[src/rtl/mem_access_stage_pkg.sv]
// Shared definitions for the memory access stage: instruction field layout,
// forwarding select codes, FSM encoding and the bus timeout limit.
package mem_access_stage_pkg;

  localparam logic [1:0] CLASS_LOAD  = 2'b01;
  localparam logic [1:0] CLASS_STORE = 2'b10;
  localparam int         WIDTH_BIT   = 29;

  localparam logic [4:0] FWD_SEL_PIPE      = 5'd0;
  localparam logic [4:0] FWD_SEL_MEM_WB    = 5'd1;
  localparam logic [4:0] FWD_SEL_LAST_LOAD = 5'd2;

  localparam int TIMEOUT_LIMIT = 16;

  typedef enum logic [1:0] {
    ST_IDLE = 2'd0,
    ST_TOP  = 2'd1,
    ST_BOT  = 2'd2,
    ST_DONE = 2'd3
  } state_t;

  function automatic logic is_mem_class(input logic [31:0] instr);
    return (instr[31:30] == CLASS_LOAD) || (instr[31:30] == CLASS_STORE);
  endfunction

endpackage

[src/rtl/mem_access_stage_store_data_fwd_mux.sv]
// Per-byte store-data forwarding select: pipeline register, MEM/WB data or
// the most recently loaded byte. Unknown select codes fall back to pipeline.
module store_data_fwd_mux
  import mem_access_stage_pkg::*;
(
  input  logic [4:0] sel,
  input  logic [7:0] pipe_data,
  input  logic [7:0] mem_wb_data,
  input  logic [7:0] last_load_data,
  output logic [7:0] fwd_data
);

  always_comb begin
    fwd_data = pipe_data;
    case (sel)
      FWD_SEL_MEM_WB:    fwd_data = mem_wb_data;
      FWD_SEL_LAST_LOAD: fwd_data = last_load_data;
      default:           fwd_data = pipe_data;
    endcase
  end

endmodule

[src/rtl/mem_access_stage.sv]
// MEM pipeline stage: runs byte/pair loads and stores as one or two bus beats
// and registers the MEM/WB outputs. Optional beat timeout: MEM_ACCESS_TIMEOUT_EN.
module mem_access_stage
  import mem_access_stage_pkg::*;
(
  input  logic        clock,
  input  logic        reset,
  input  logic        ex_valid,
  input  logic [31:0] ex_mem_instruction,
  input  logic [7:0]  ex_mem_data_top,
  input  logic [7:0]  ex_mem_data_bot,
  input  logic [7:0]  ex_mem_str_top,
  input  logic [7:0]  ex_mem_str_bot,
  input  logic [4:0]  mem_str_data_sel_top,
  input  logic [4:0]  mem_str_data_sel_bot,
  input  logic [7:0]  mem_wb_data_top,
  input  logic [7:0]  mem_wb_data_bot,
  output logic        mem_req,
  output logic        mem_we,
  output logic [15:0] mem_addr,
  output logic [7:0]  mem_wdata,
  input  logic [7:0]  mem_rdata,
  input  logic        mem_ack,
  output logic        stall,
  output logic        wb_valid,
  output logic [31:0] wb_instruction,
  output logic [7:0]  wb_data_top,
  output logic [7:0]  wb_data_bot,
`ifdef MEM_ACCESS_TIMEOUT_EN
  output logic        mem_fault,
`endif
  output logic [1:0]  fsm_state
);

  // Bus handshake: mem_req/mem_addr/mem_we/mem_wdata are registered and held
  // stable while mem_req is high; a beat completes on the cycle mem_ack is
  // high, and mem_ack is ignored whenever no beat is outstanding.

  state_t      state;
  logic [31:0] instr_q;
  logic [15:0] addr_q;
  logic [7:0]  st_top_q;
  logic [7:0]  st_bot_q;
  logic [7:0]  ld_top_q;
  logic [7:0]  last_top_q;
  logic [7:0]  last_bot_q;
  logic [7:0]  fwd_top;
  logic [7:0]  fwd_bot;
  logic        accept_mem;
  logic        is_store_q;
  logic        is_pair_q;
  logic        new_store;
  logic        new_pair;
`ifdef MEM_ACCESS_TIMEOUT_EN
  logic [3:0]  tmo_cnt;
`endif

  store_data_fwd_mux u_fwd_top (
    .sel            (mem_str_data_sel_top),
    .pipe_data      (ex_mem_str_top),
    .mem_wb_data    (mem_wb_data_top),
    .last_load_data (last_top_q),
    .fwd_data       (fwd_top)
  );

  store_data_fwd_mux u_fwd_bot (
    .sel            (mem_str_data_sel_bot),
    .pipe_data      (ex_mem_str_bot),
    .mem_wb_data    (mem_wb_data_bot),
    .last_load_data (last_bot_q),
    .fwd_data       (fwd_bot)
  );

  assign accept_mem = (state == ST_IDLE) && ex_valid && is_mem_class(ex_mem_instruction);
  assign new_store  = (ex_mem_instruction[31:30] == CLASS_STORE);
  assign new_pair   = ex_mem_instruction[WIDTH_BIT];
  assign is_store_q = (instr_q[31:30] == CLASS_STORE);
  assign is_pair_q  = instr_q[WIDTH_BIT];

  // Stall covers the accepting cycle so upstream holds until the final ack.
  assign stall     = accept_mem || (state == ST_TOP) || (state == ST_BOT);
  assign fsm_state = state;

  always_ff @(posedge clock) begin
    if (reset) begin
      state          <= ST_IDLE;
      instr_q        <= '0;
      addr_q         <= '0;
      st_top_q       <= '0;
      st_bot_q       <= '0;
      ld_top_q       <= '0;
      last_top_q     <= '0;
      last_bot_q     <= '0;
      mem_req        <= 1'b0;
      mem_we         <= 1'b0;
      mem_addr       <= '0;
      mem_wdata      <= '0;
      wb_valid       <= 1'b0;
      wb_instruction <= '0;
      wb_data_top    <= '0;
      wb_data_bot    <= '0;
`ifdef MEM_ACCESS_TIMEOUT_EN
      tmo_cnt        <= '0;
      mem_fault      <= 1'b0;
`endif
    end else begin
      case (state)
        ST_IDLE: begin
          if (accept_mem) begin
            instr_q   <= ex_mem_instruction;
            addr_q    <= {ex_mem_data_top, ex_mem_data_bot};
            st_top_q  <= fwd_top;
            st_bot_q  <= fwd_bot;
            mem_req   <= 1'b1;
            mem_we    <= new_store;
            mem_addr  <= {ex_mem_data_top, ex_mem_data_bot};
            wb_valid  <= 1'b0;
`ifdef MEM_ACCESS_TIMEOUT_EN
            tmo_cnt   <= '0;
`endif
            if (new_pair) begin
              state     <= ST_TOP;
              mem_wdata <= new_store ? fwd_top : 8'h00;
            end else begin
              state     <= ST_BOT;
              mem_wdata <= new_store ? fwd_bot : 8'h00;
            end
          end else if (ex_valid) begin
            wb_valid       <= 1'b1;
            wb_instruction <= ex_mem_instruction;
            wb_data_top    <= ex_mem_data_top;
            wb_data_bot    <= ex_mem_data_bot;
          end else begin
            wb_valid <= 1'b0;
          end
        end

        ST_TOP: begin
          if (mem_ack) begin
            ld_top_q  <= mem_rdata;
            state     <= ST_BOT;
            mem_addr  <= addr_q + 16'd1;
            mem_wdata <= is_store_q ? st_bot_q : 8'h00;
`ifdef MEM_ACCESS_TIMEOUT_EN
            tmo_cnt   <= '0;
          end else if (tmo_cnt == 4'(TIMEOUT_LIMIT - 1)) begin
            state          <= ST_DONE;
            mem_req        <= 1'b0;
            mem_we         <= 1'b0;
            mem_fault      <= 1'b1;
            wb_valid       <= 1'b1;
            wb_instruction <= instr_q;
            wb_data_top    <= 8'h00;
            wb_data_bot    <= 8'h00;
          end else begin
            tmo_cnt <= tmo_cnt + 4'd1;
`endif
          end
        end

        ST_BOT: begin
          if (mem_ack) begin
            state          <= ST_DONE;
            mem_req        <= 1'b0;
            mem_we         <= 1'b0;
            wb_valid       <= 1'b1;
            wb_instruction <= instr_q;
            if (is_store_q) begin
              wb_data_top <= is_pair_q ? st_top_q : 8'h00;
              wb_data_bot <= st_bot_q;
            end else begin
              wb_data_top <= is_pair_q ? ld_top_q : 8'h00;
              wb_data_bot <= mem_rdata;
              last_top_q  <= is_pair_q ? ld_top_q : 8'h00;
              last_bot_q  <= mem_rdata;
            end
`ifdef MEM_ACCESS_TIMEOUT_EN
          end else if (tmo_cnt == 4'(TIMEOUT_LIMIT - 1)) begin
            state          <= ST_DONE;
            mem_req        <= 1'b0;
            mem_we         <= 1'b0;
            mem_fault      <= 1'b1;
            wb_valid       <= 1'b1;
            wb_instruction <= instr_q;
            wb_data_top    <= 8'h00;
            wb_data_bot    <= 8'h00;
          end else begin
            tmo_cnt <= tmo_cnt + 4'd1;
`endif
          end
        end

        ST_DONE: begin
          wb_valid <= 1'b0;
          state    <= ST_IDLE;
        end

        default: state <= ST_IDLE;
      endcase
    end
  end

endmodule
[config.mk]
export PLATFORM = sky130hd
export DESIGN_NAME = mem_access_stage
export DESIGN_NICKNAME = d
export VERILOG_FILES = /design/src/rtl/mem_access_stage_pkg.sv /design/src/rtl/mem_access_stage_store_data_fwd_mux.sv /design/src/rtl/mem_access_stage.sv
export SDC_FILE = /design/constraint.sdc
export NUM_CORES = 1
export LEC_CHECK = 0
export BUFFER_PORTS_ARGS = -buffer_cell sky130_fd_sc_hd__buf_4
export CORE_MARGIN = 2
export CORE_UTILIZATION = 54
export DETAILED_ROUTE_END_ITERATION = 6
export PLACE_DENSITY = 0.88
export SYNTH_ARGS = -nofsm -noshare
export SYNTH_HDL_FRONTEND = slang
export SYNTH_SLANG_ARGS = --single-unit
[constraint.sdc]
create_clock -name clock -period 2 [get_ports clock]
set_input_delay 0.4 -clock clock [delete_from_list [all_inputs] [get_ports clock]]
set_output_delay 0.4 -clock clock [all_outputs]
set_load 0.01 [all_outputs]
==> impl_metrics.toml <==
[run_status]
outcome = "completed"

[placed_design]
globalplace.congestion = 0.8592
detailedPlacementHpwl_um = 15600
buffer_ports.inserted = 179
place_ws_ns = 0.03338

[global_routing]
globalRouteTotalUtil_pct = 28.83
gr-usage-met1_pct = 37.96
globalRoute.totalOverflow = 0
grt.busiest_layer = "met2"
number_of_antenna_violations_at_the_first_check_in_global_routing = 0
grt_max_degree = 67
grt_pass1_wl_um = 36890
globalRouteMet3Util_pct = 6.333
met2_usage_pct = 46.45
grt_pass1_vias = 7243

[logic_synthesis]
postSynth.topFlopCell = "dfxtp_1"
syn_nets = 1087
asyncSetResetFlopFracSynth_pct = 0
synth_most_common_cell = "nand2_1"
syn-instance-count = 979
synth_edf_count = 0
ys_warn_count = 0
area_contributors_post_synth = "dfxtp_1 42%, nand2_1 7.9%, a21oi_1 7.5%"
netlist-cell-type-count = 56
syn-cell-area_um2 = 7959
synth.ff_latch_count = 165
avgSynthCellArea_um2 = 8.130
yosys.area.top_type = "dfxtp_1"
portion_of_the_post_synthesis_area_used_by_sequential_elements_pct = 41.50
yosys.area.top_type_share_pct = 41.50
synth_commonest_cells = "168 x nand2_1, 165 x dfxtp_1, 120 x a21oi_1"

[timing]
timing.final.ws_setup_ns = 0.01399
slew-limit-headroom_pct = 39.32
timing.final.max_slew_violations = 0
finalSetupViolations = 0
timing.final.hold_violations = 0
tightestPinTransition_ns = 0.9053
finalCriticalPeriod_ns = 1.986
maximum_operating_frequency_ghz = 0.5035
worst_clock_skew_ns = 0.008561
fraction_of_the_cycle_the_final_worst_path_needs_pct = 99.30

[die]
rows = 44
placeableCoreArea_um2 = 14480
die-area_um2 = 15730
floorplan.io_pins = 180
die-height_um = 125.4
start_util_pct = 54.97
floorplan.die.width_um = 125.4

[route]
first_pass_iters = 5
routed-via-count = 8040
drt_iter0_drc = 1075
detail_route.wl_per_cell_um = 17.86
vias_per_cell = 6.091
drc = 0
drt-total-wl_um = 23580
remaining_number_of_nets_flagged_by_the_antenna_check_after_routing = 0

[cells_and_area]
insertedDiodeCount = 0
fillers = 1051
area.growth.synth_to_final_pct = 28.53
multi_input_area_um2 = 4294
nets = 1232
layout.area.seq_um2 = 3311
final_layout_size_suffix_gt1_share_pct = 24.82

[critical_path]
worst_setup_path_endpoint = "stall"
cp_cell_sequence = "inv_2 > ha_4 > buf_4 > nand3b_1 > nand2_2 > buf_4"
critical_path.slowest_cell = "dfxtp_4"
cpPeakStageDelay_ns = 0.38
critPathCaptureType = "output port"
r2r_end = "last_bot_q[3]"
cp_common_cell = "buf_4"
worst_reg2reg_startpoint = "fsm_state[1]"
crit_path_required_time_ns = 1.60
timing.critical_path.fanout_max = 7
cp.arrival_ns = 1.59
rr_worst_depth = 8
r2r_setup_slack_ns = 0.11
worst_setup_path_startpoint = "fsm_state[0]"
worstSetupPathType = "flip-flop to output port"
critPathLaunchType = "flip-flop"

[pwr]
power.total_uw = 12940
worst_ir_drop_vdd_mv = 0.8008
power_per_cell_area_nw_per_um2 = 1265
power_leakage_uw = 0.003997

[clock_network]
cts_max_level = 4
cts.sinks = 165
cts_root_buffer = "clkbuf_16"
clk_transition_reported_paths_ns = 0.06
cts_tree = "yes"
cts_buffers = 17
cts_hold_buffers = 0
clk-insertion-delay-late_ns = 0.43
cts_max_path_buffers = 2

[worst_hold_path]
hp-class = "input pin to flip-flop"
hold_depth = 3

[job]
drv_cap = 0
==> stage by stage <==
step / cell area (um2) / hold WS, ns / instances / TNS [ns] / util (%)
detailed placement: 9527 / 0.4465 / 1287 / 0 / 65.80
global placement: 9527 / 0.4384 / 1287 / 0 / 65.80
finish: 10230 / 0.2223 / 1320 / 0 / 70.65
floorplan: 7959 / 0.4329 / 979 / 0 / -
CTS: 10190 / 0.2134 / 1320 / 0 / 70.39
global route: 10230 / 0.2171 / 1320 / -0.08415 / 70.65
==> metal layers <==
metal / part of all wire, % / routed length, um
met5: 0 / 0
met3: 7.9 / 1863
met2: 48 / 11260
met1: 41 / 9680
met4: 3.3 / 774
==> where the power goes <==
part | leakage (uW) | internal (uW) | switching (uW)
logic | 0.00236 | 2280 | 2780
clock network | 0.000285 | 2030 | 1350
registers | 0.00135 | 4010 | 496
==> state kept, by name, summed over array words and instances (netlist names) <==
register / count
last_bot_q: 8
st_bot_q: 8
mem_we: 1
wb_valid: 1
wb_instruction: 32
last_top_q: 8
ld_top_q: 8
st_top_q: 8
mem_wdata: 8
fsm_state: 2
instr_q: 32
wb_data_top: 8
mem_addr: 16
mem_req: 1
addr_q: 16
wb_data_bot: 8
==> worst max-delay path, delay by kind of cell, from the launching register on <==
family,cells,cell delay [ns]
adder cells (fa/ha/maj),1,0.18
AND/OR/NAND/NOR,2,0.21
flip-flops,1,0.38
buffers and inverters,3,0.39
==> area by class of cell <==
| class | count | area share, % |
|---|---|---|
| clock inverter | 11 | 1.480 |
| multi-input combinational | 711 | 41.98 |
| clock buffer | 20 | 4.464 |
| sequential | 165 | 32.36 |
| tap | 184 | 2.250 |
| timing repair buffer | 213 | 16.85 |
| inverter | 16 | 0.6115 |
==> repair_timing <==
action	4_1_cts	5_1_grt
setup endpoints to repair	1	1
resized for setup	13	5
pin swaps	2	1
setup buffers	2	1
==> cell usage in the layout (no fill, tap or decap), types with 6 or more instances in the layout <==
cell type	netlist	layout
a31o_2	8	8
inv_1	15	13
clkbuf_16	0	17
mux2i_1	46	46
a211oi_1	40	40
o21ai_0	24	24
mux2_2	9	9
nor3_1	21	20
buf_12	0	10
nand3b_1	13	13
nor2_1	77	76
and3_1	9	9
o21bai_1	8	8
xnor2_1	6	6
a31oi_1	10	10
nand2_1	168	167
a32oi_1	15	15
a21oi_1	120	120
o31a_1	9	9
nand4_1	6	6
and3b_1	9	8
a221oi_1	8	8
nand3_1	14	14
a211o_1	10	10
buf_4	1	203
a221o_1	8	8
dfxtp_1	165	163
nor3b_1	16	16
==> how the worst min path moves through the flow <==
stage	from	end
floorplan	st_top_q[0]	st_top_q[0]
global placement	st_top_q[5]	st_top_q[5]
detailed placement	mem_addr[0]	mem_addr[0]
CTS	ex_mem_instruction[9]	instr_q[9]
global route	ex_mem_instruction[9]	instr_q[9]
finish	ex_mem_instruction[9]	instr_q[9]
==> cell families after synthesis <==
family,after synthesis,share of synthesized area (%)
buf+inv,103,5.345
fa+ha+maj,6,0.9432
compound gates,279,22.76
mux,55,7.059
flops,165,41.50
xor+xnor,10,1.100
simple gates,361,21.29
Note: power is estimated with default switching activity, not from simulation.
